===== config.mk =====
export PLATFORM = sky130hd
export DESIGN_NAME = note_path_arbiter
export DESIGN_NICKNAME = d
export VERILOG_FILES = /design/src/rtl/note_path_arbiter.sv
export SDC_FILE = /design/constraint.sdc
export NUM_CORES = 1
export LEC_CHECK = 0
export BUFFER_PORTS_ARGS = -buffer_cell sky130_fd_sc_hd__buf_2
export CAP_MARGIN = 20
export CORE_MARGIN = 4
export CORE_UTILIZATION = 45
export DETAILED_ROUTE_END_ITERATION = 16
export PLACE_DENSITY = 0.74
export SKIP_LAST_GASP = 1
export SYNTH_ARGS = -nofsm -noshare
export SYNTH_HDL_FRONTEND = slang
export SYNTH_SLANG_ARGS = --single-unit

===== constraint.sdc =====
create_clock -name clk -period 2.3 [get_ports clk]
set_input_delay 0.46 -clock clk [delete_from_list [all_inputs] [get_ports clk]]
set_output_delay 0.46 -clock clk [all_outputs]
set_load 0.1 [all_outputs]

===== src/rtl/note_path_arbiter.sv =====
// Note path arbiter: owns the shared buzzer/LED note path and hands it between
// free-play keys, autoplay and learn mode, with a silent gap on every switch.
//
//  state   | meaning
//  --------+-----------------------------------------------------------
//  S_FREE  | keyboard owns the note path
//  S_AUTO  | Playmode owns the note path, auto_run high
//  S_LEARN | learn engine owns the note path, learn_run high
//  S_GAP   | silent hand-over, GAP_CYCLES long, then jump to r_target
module note_path_arbiter #(
    parameter int NOTE_W     = 4,
    parameter int GAP_CYCLES = 50
) (
    input  logic              clk,
    input  logic              rst,
    input  logic [1:0]        mode_sel,
    input  logic              start_pulse,
    input  logic              back_pulse,
    input  logic              auto_done,
    input  logic              free_on,
    input  logic [NOTE_W-1:0] free_note,
    input  logic              auto_on,
    input  logic [NOTE_W-1:0] auto_note,
    input  logic              learn_on,
    input  logic [NOTE_W-1:0] learn_note,
    output logic              auto_run,
    output logic              learn_run,
    output logic              out_on,
    output logic [NOTE_W-1:0] out_note,
    output logic [1:0]        owner
);

    localparam int CNT_W = $clog2(GAP_CYCLES) + 1;

    // Encoding chosen so the state register doubles as the owner code.
    localparam logic [1:0] S_FREE  = 2'b00;
    localparam logic [1:0] S_AUTO  = 2'b01;
    localparam logic [1:0] S_LEARN = 2'b10;
    localparam logic [1:0] S_GAP   = 2'b11;

    localparam logic [CNT_W-1:0] GAP_LAST = CNT_W'(GAP_CYCLES - 1);

    logic [1:0]        r_state;
    logic [1:0]        r_target;
    logic [CNT_W-1:0]  r_gap_cnt;
    logic              r_on;
    logic [NOTE_W-1:0] r_note;
    logic              r_auto_run;
    logic              r_learn_run;

    logic [1:0]        w_state_nxt;
    logic [1:0]        w_target_nxt;
    logic [CNT_W-1:0]  w_cnt_nxt;
    logic              w_src_on;
    logic [NOTE_W-1:0] w_src_note;

    // Next owner / target / gap counter; back_pulse always beats start_pulse.
    always_comb begin
        w_state_nxt  = r_state;
        w_target_nxt = r_target;
        w_cnt_nxt    = r_gap_cnt;
        case (r_state)
            S_FREE: begin
                if (start_pulse && !back_pulse) begin
                    if (mode_sel == 2'b01) begin
                        w_target_nxt = S_AUTO;
                        w_state_nxt  = S_GAP;
                        w_cnt_nxt    = '0;
                    end else if (mode_sel == 2'b10) begin
                        w_target_nxt = S_LEARN;
                        w_state_nxt  = S_GAP;
                        w_cnt_nxt    = '0;
                    end
                end
            end
            S_AUTO: begin
                if (back_pulse || auto_done) begin
                    w_target_nxt = S_FREE;
                    w_state_nxt  = S_GAP;
                    w_cnt_nxt    = '0;
                end
            end
            S_LEARN: begin
                if (back_pulse) begin
                    w_target_nxt = S_FREE;
                    w_state_nxt  = S_GAP;
                    w_cnt_nxt    = '0;
                end
            end
            default: begin
                // Back retargets the gap without restarting the count.
                if (back_pulse) begin
                    w_target_nxt = S_FREE;
                end
                if (r_gap_cnt == GAP_LAST) begin
                    w_state_nxt = w_target_nxt;
                    w_cnt_nxt   = '0;
                end else begin
                    w_cnt_nxt = r_gap_cnt + 1'b1;
                end
            end
        endcase
    end

    // Source selection keyed on the next owner so nothing leaks across a switch edge.
    always_comb begin
        w_src_on   = 1'b0;
        w_src_note = '0;
        case (w_state_nxt)
            S_FREE: begin
                w_src_on   = free_on;
                w_src_note = free_note;
            end
            S_AUTO: begin
                w_src_on   = auto_on;
                w_src_note = auto_note;
            end
            S_LEARN: begin
                w_src_on   = learn_on;
                w_src_note = learn_note;
            end
            default: begin
                w_src_on   = 1'b0;
                w_src_note = '0;
            end
        endcase
    end

    // State, counter and registered outputs with synchronous active-low reset.
    always_ff @(posedge clk) begin
        if (!rst) begin
            r_state     <= S_FREE;
            r_target    <= S_FREE;
            r_gap_cnt   <= '0;
            r_on        <= 1'b0;
            r_note      <= '0;
            r_auto_run  <= 1'b0;
            r_learn_run <= 1'b0;
        end else begin
            r_state     <= w_state_nxt;
            r_target    <= w_target_nxt;
            r_gap_cnt   <= w_cnt_nxt;
            r_on        <= w_src_on;
            r_note      <= w_src_on ? w_src_note : '0;
            r_auto_run  <= (w_state_nxt == S_AUTO);
            r_learn_run <= (w_state_nxt == S_LEARN);
        end
    end

    assign owner     = r_state;
    assign out_on    = r_on;
    assign out_note  = r_note;
    assign auto_run  = r_auto_run;
    assign learn_run = r_learn_run;

endmodule

==> results.yml, run 1 <==
worst_setup_path:
  critPathLaunchType: "register"
  endpoint_kind: "register"
  crit_family: "simple AND/OR/NAND/NOR gates"
  path_cells: "inv_2 -> ha_1 -> or4b_4 -> or4_4 -> nand3_4 -> nand3_4 -> a221oi_2"
  crit_path_top_delay_cell: "or4_4"
  cp_max_fo: 6
  rrSetupSlack_ps: 80
  cpMostUsedCell: "nand3_4"
  cp.required_ps: 2510
  critPathBufInv: 1
  slowest_delay_ps: 600
  crit_type: "register to register"
  cp_data_arrival_time_ps: 2430
clock_tree:
  htree_levels: 1
  path_clk_slew_ps: 110
  cts_inserted_buffers: 3
  clockBufferDepth: 2
  clk_latency_ps: 290
  tritoncts: "yes"
  root_buffer: "clkbuf_4"
  cts.sinks: 18
logic_synthesis:
  synth-edff-count: 0
  synth_ff_type: "dfxtp_1"
  ys_top_cells_by_count: "18 x dfxtp_1, 16 x nor2_1, 6 x a21o_1, 6 x nand3_1, 6 x xnor2_1"
  ys_ff_latch: 18
  syn_area_per_cell_um2: 8.94
  syn-num-nets: 143
  ys_types: 37
  syn_inst: 117
  synth_top_cell_area_share: 0.344
  synth_top_cell_by_area: "dfxtp_1"
  synth_area_leaders: "dfxtp_1 34%, a221oi_2 5.7%, nor2_1 5.7%, xnor2_1 5.0%, ha_1 4.8%"
  yosysWarnings: 0
  seq_area_frac_synth: 0.344
  synth_most_common_cell: "dfxtp_1"
  netlist_area_um2: 1050
  async_reset_ff_frac: 0
timing:
  fmax_mhz: 450
  hold_ws_ps: 399
  relSlewSlack: 0.590
  setup_ws_ps: 79.9
  post-route-min-period_ps: 2220
  setup_viol: 0
  fin_skew_ps: 5.39
  max_slew.worst_pin.slew_ps: 610
  finalHoldViolCount: 0
  fin_tns_setup_ps: 0
  rsz0062_at_grt: "false"
  fin_crit_sh: 0.965
  final_max_slew_viol_count: 0
power:
  p_leak_nw: 0.545
  power.density_nw_per_um2: 841
  fin_total_pwr_mw: 1.10
  peakVddDrop_mv: 0.461
place:
  gp_congestion: 0.965
  placed_cells: 178
  place_area_um2: 1260
  port_buffers: 30
  place_ws_ps: 34.9
  place_hpwl_um: 2020
detailed_routing:
  drt_iter0_drc: 9
  firstDrtPassIters: 4
  routed_wl_um: 2470
  post_drt_wl_per_cell_um: 13.5
  drc: 0
  vias_per_cell: 5.37
  final_antenna_net_count: 0
  vias: 983
finish:
  diodes: 0
  synthToLayoutAreaGrowth_pct: 24.8
  finalInstanceArea_um2: 1310
  instances_no_fill: 183
  nets: 182
  layout-drive-gt1-share: 0.348
  fillers: 211
  final_util: 0.590
floorplan:
  die_area_um2: 3160
  rows: 17
  die_h_um: 56.2
  die_w_um: 56.2
  pin_count: 31
  core_area_um2: 2210
  start_util: 0.473
flow_run:
  max-cap-violations: 0
global_route:
  antenna_found_initial: 0
  grt_pass1_wl_um: 4120
  grt_max_degree: 11
  grt_pass1_vias: 998
  track_usage: 0.162
  grt_overflow: 0
status:
  status: "finished, final reports clean"
hold_path:
  hold_path_class: "input pin to register"
==> cell usage in the layout, fill, tap and decap left out, types with 3 or more instances in the layout <==
cell / Yosys / final
buf_2: 0 / 30
nor2_1: 16 / 16
dfxtp_1: 18 / 15
buf_4: 0 / 7
nand3_1: 6 / 6
a21o_1: 6 / 6
xnor2_1: 6 / 6
nand2_1: 5 / 5
nand4_1: 5 / 5
o31ai_1: 5 / 5
inv_1: 5 / 4
a221oi_2: 4 / 4
a21oi_1: 4 / 4
ha_1: 4 / 4
nor3_1: 3 / 3
clkbuf_4: 0 / 3
dfxtp_2: 0 / 3
==> where the power goes <==
part           internal (mW)  leakage, nW  switching, mW
Clock                 0.0965       0.0210         0.0998
Sequential             0.348        0.148         0.0236
Combinational          0.163        0.376          0.367
Total                  0.607        0.545          0.491
==> layer usage <==
metal  GRT usage  routed length [µm]
met1       0.186                1080
met2       0.289                1260
met3      0.0348                 111
met4      0.0644                  17
met5           0                   0
==> cells by family (layout without fill, tap and decap cells) <==
group,Yosys count,count (layout),share of synthesized area
adders and majority gates,4,4,0.0478
AOI/OAI and AO/OA,28,28,0.218
buffers and inverters,9,47,0.0395
and+or+nand+nor,52,52,0.300
xor gates and xnor gates,6,6,0.0502
DFF,18,18,0.345
==> worst paths after layout <==
| kind | to | cells after the start | from |
|---|---|---|---|
| worst max register to register | out_note[2]$_SDFF_PN0_ | 7 | r_gap_cnt[1]$_SDFFE_PN0P_ |
| worst min register to register | r_target[1]$_SDFFE_PN0P_ | 2 | r_target[1]$_SDFFE_PN0P_ |
| worst min-delay path | owner[0]$_SDFF_PN0_ | 2 | rst |
| worst max-delay path | out_note[2]$_SDFF_PN0_ | 7 | r_gap_cnt[1]$_SDFFE_PN0P_ |
==> area by class of cell <==
| cell class | count | area [µm²] | share of cell area |
|---|---|---|---|
| flip-flops and latches | 18 | 364 | 0.279 |
| multi-input cells | 90 | 644 | 0.494 |
| inverters | 6 | 22.5 | 0.0173 |
| clock buffers | 4 | 36.3 | 0.0278 |
| repair buffers | 37 | 203 | 0.155 |
| well taps | 28 | 35.0 | 0.0268 |
==> registers in the layout, indices dropped and copies added (netlist names) <==
register,flops
r_target,2
out_note,4
r_gap_cnt,7
learn_run,1
auto_run,1
out_on,1
owner,2
==> timing repair <==
item                                    4_1_cts  5_1_grt
setup buffers                                 0        1
resized for setup                             0        2
hold buffers                                  0        0
hold endpoints to repair                      0        0
endpoints found under the setup margin        0        4
==> worst register-to-register path, cell delays in order, from the launching register on <==
cell,delay (ps)
dfxtp_2,350
inv_2,40
ha_1,120
or4b_4,480
or4_4,600
nand3_4,130
nand3_4,120
a221oi_2,280
Note: power is estimated with default switching activity, not from simulation.
==> run 2, diff against run 1 <==
CORE_UTILIZATION = 47   (was 45)
CTS_BUF_LIST = sky130_fd_sc_hd__clkbuf_2   (was unset)
PLACE_DENSITY = 0.77   (was 0.74)
REMOVE_ABC_BUFFERS = 1   (was unset)
==> results.yml, run 2 (same netlist as run 1, synthesis figures left out) <==
place:
  place_ws_ps: 61.5
  place_area_um2: 1260
  place_hpwl_um: 1880
  port_buffers: 30
  gp_congestion: 0.818
floorplan:
  rows: 16
  die_w_um: 55.2
  die_area_um2: 3040
  core_area_um2: 2040
  pin_count: 31
  start_util: 0.512
  die_h_um: 55.2
power:
  p_sw_frac: 0.467
  peakVddDrop_mv: 0.426
  combPwrFrac: 0.526
  p_switching_mw: 0.492
  p_leak_nw: 0.548
  power.density_nw_per_um2: 805
  p_seq_frac: 0.350
  fin_total_pwr_mw: 1.05
  p_clk_frac: 0.124
  p_int_mw: 0.562
worst_setup_path:
  cp_max_fo: 7
  critPathLaunchType: "register"
  crit_path_top_delay_cell: "or4_4"
  endpoint_kind: "register"
  crit_type: "register to register"
  crit_family: "simple AND/OR/NAND/NOR gates"
  cp_data_arrival_time_ps: 2470
  r2r_cells: 8
  critPathBufInv: 2
  path_depth: 8
  path_cells: "inv_2 -> ha_1 -> or4b_4 -> or4_4 -> nand3_4 -> buf_6 -> nand3_2 -> a221oi_2"
  timing.rr.start: "r_gap_cnt[1]$_SDFFE_PN0P_"
  slowest_delay_ps: 610
  worstReg2RegEnd: "out_note[2]$_SDFF_PN0_"
  setup.worst_path.end: "out_note[2]$_SDFF_PN0_"
  cp.required_ps: 2530
  rrSetupSlack_ps: 60
  crit_start: "r_gap_cnt[1]$_SDFFE_PN0P_"
global_route:
  grt_pass1_wl_um: 3820
  grt_overflow: 0
  grt_max_degree: 13
  grt_pass1_vias: 959
  antenna_found_initial: 0
  track_usage: 0.173
clock_tree:
  clockBufferDepth: 2
  tritoncts: "yes"
  root_buffer: "clkbuf_2"
  cts.sinks: 18
  cts_inserted_buffers: 3
  clk_latency_ps: 300
  path_clk_slew_ps: 170
  htree_levels: 1
finish:
  fillers: 187
  final_cell_mix: "30 x buf_2, 17 x dfxtp_1, 16 x nor2_1, 8 x buf_4, 6 x xnor2_1"
  finalInstanceArea_um2: 1310
  largest_reg_flops: 7
  synthToLayoutAreaGrowth_pct: 25.1
  nets: 184
  diodes: 0
  layout-drive-gt1-share: 0.350
  top_register: "r_gap_cnt"
  layout_commonest_cell: "buf_2"
timing:
  fmax_mhz: 447
  relSlewSlack: 0.592
  post-route-min-period_ps: 2240
  max_slew.worst_pin.slew_ps: 607
  final_max_slew_viol_count: 0
  setup_viol: 0
  finalHoldViolCount: 0
  rsz0062_at_grt: "true"
  fin_crit_sh: 0.973
  setup_ws_ps: 61.5
  fin_skew_ps: 21.5
detailed_routing:
  firstDrtPassIters: 4
  drc: 0
  routed_wl_um: 2480
  post_drt_wl_per_cell_um: 13.5
  vias_per_cell: 5.54
  vias: 1020
  final_antenna_net_count: 0
  drt_iter0_drc: 11
status:
  status: "finished, final reports clean"
flow_run:
  max-cap-violations: 0
hold_path:
  min_path_cells: 2
  hold_path_class: "input pin to register"
==> run 2: cell types whose count changed in the layout (fill, tap and decap cells not counted), sizes merged <==
cell and delta:
clkinv +1, clkbuf -1, buf +2
==> run 2: worst min path at each step <==
stage / start / end / slack, ps
2_1_floorplan: r_target[1]$_SDFFE_PN0P_ / r_target[1]$_SDFFE_PN0P_ / 450
3_3_place_gp: r_target[1]$_SDFFE_PN0P_ / r_target[1]$_SDFFE_PN0P_ / 470
3_5_place_dp: r_target[1]$_SDFFE_PN0P_ / r_target[1]$_SDFFE_PN0P_ / 480
4_1_cts: rst / owner[0]$_SDFF_PN0_ / 370
5_1_grt: rst / owner[0]$_SDFF_PN0_ / 360
6_report: rst / owner[0]$_SDFF_PN0_ / 370
==> run 2: power by group through the flow <==
| stage | registers (mW) | logic (mW) | clock network (mW) |
|---|---|---|---|
| after floorplan | 0.552 | 0.217 | 0 |
| after global placement | 0.373 | 0.503 | 0 |
| after detailed placement | 0.375 | 0.517 | 0 |
| after CTS | 0.368 | 0.518 | 0.135 |
| after global routing | 0.374 | 0.588 | 0.147 |
| final | 0.369 | 0.555 | 0.130 |
==> run 2: timing repair <==
item	in CTS	in global routing
endpoints found under the setup margin	0	5
buffers inserted	0	3
hold buffers	0	0
gates resized for setup	0	5
==> run 2: metrics by stage <==
stage	hold slack (ps)	instances	util	setup TNS [ps]
global placement	472	177	0.615	0
detailed placement	481	177	0.615	0
global route	364	184	0.641	-47.8
CTS	373	181	0.624	0
floorplan	447	114	-	-1240
finish	371	184	0.641	0
==> run 2: layout make-up <==
class | count | area (µm²) | share of cell area
flip-flops and latches | 18 | 362 | 0.276
multi-input cells | 90 | 651 | 0.497
clock buffers | 3 | 15.0 | 0.0115
clock inverters | 1 | 3.75 | 0.00287
repair buffers | 39 | 221 | 0.169
inverters | 6 | 22.5 | 0.0172
well taps | 27 | 33.8 | 0.0258
==> run 2: metal layers <==
metal	track usage	part of all wire	wire length (µm)	vias to the layer above
met5	0	0	0	-
met4	0.0364	0.0093	23	0
met3	0.0509	0.072	179	4
met2	0.331	0.49	1210	31
met1	0.184	0.43	1060	472
li1	-	-	-	513
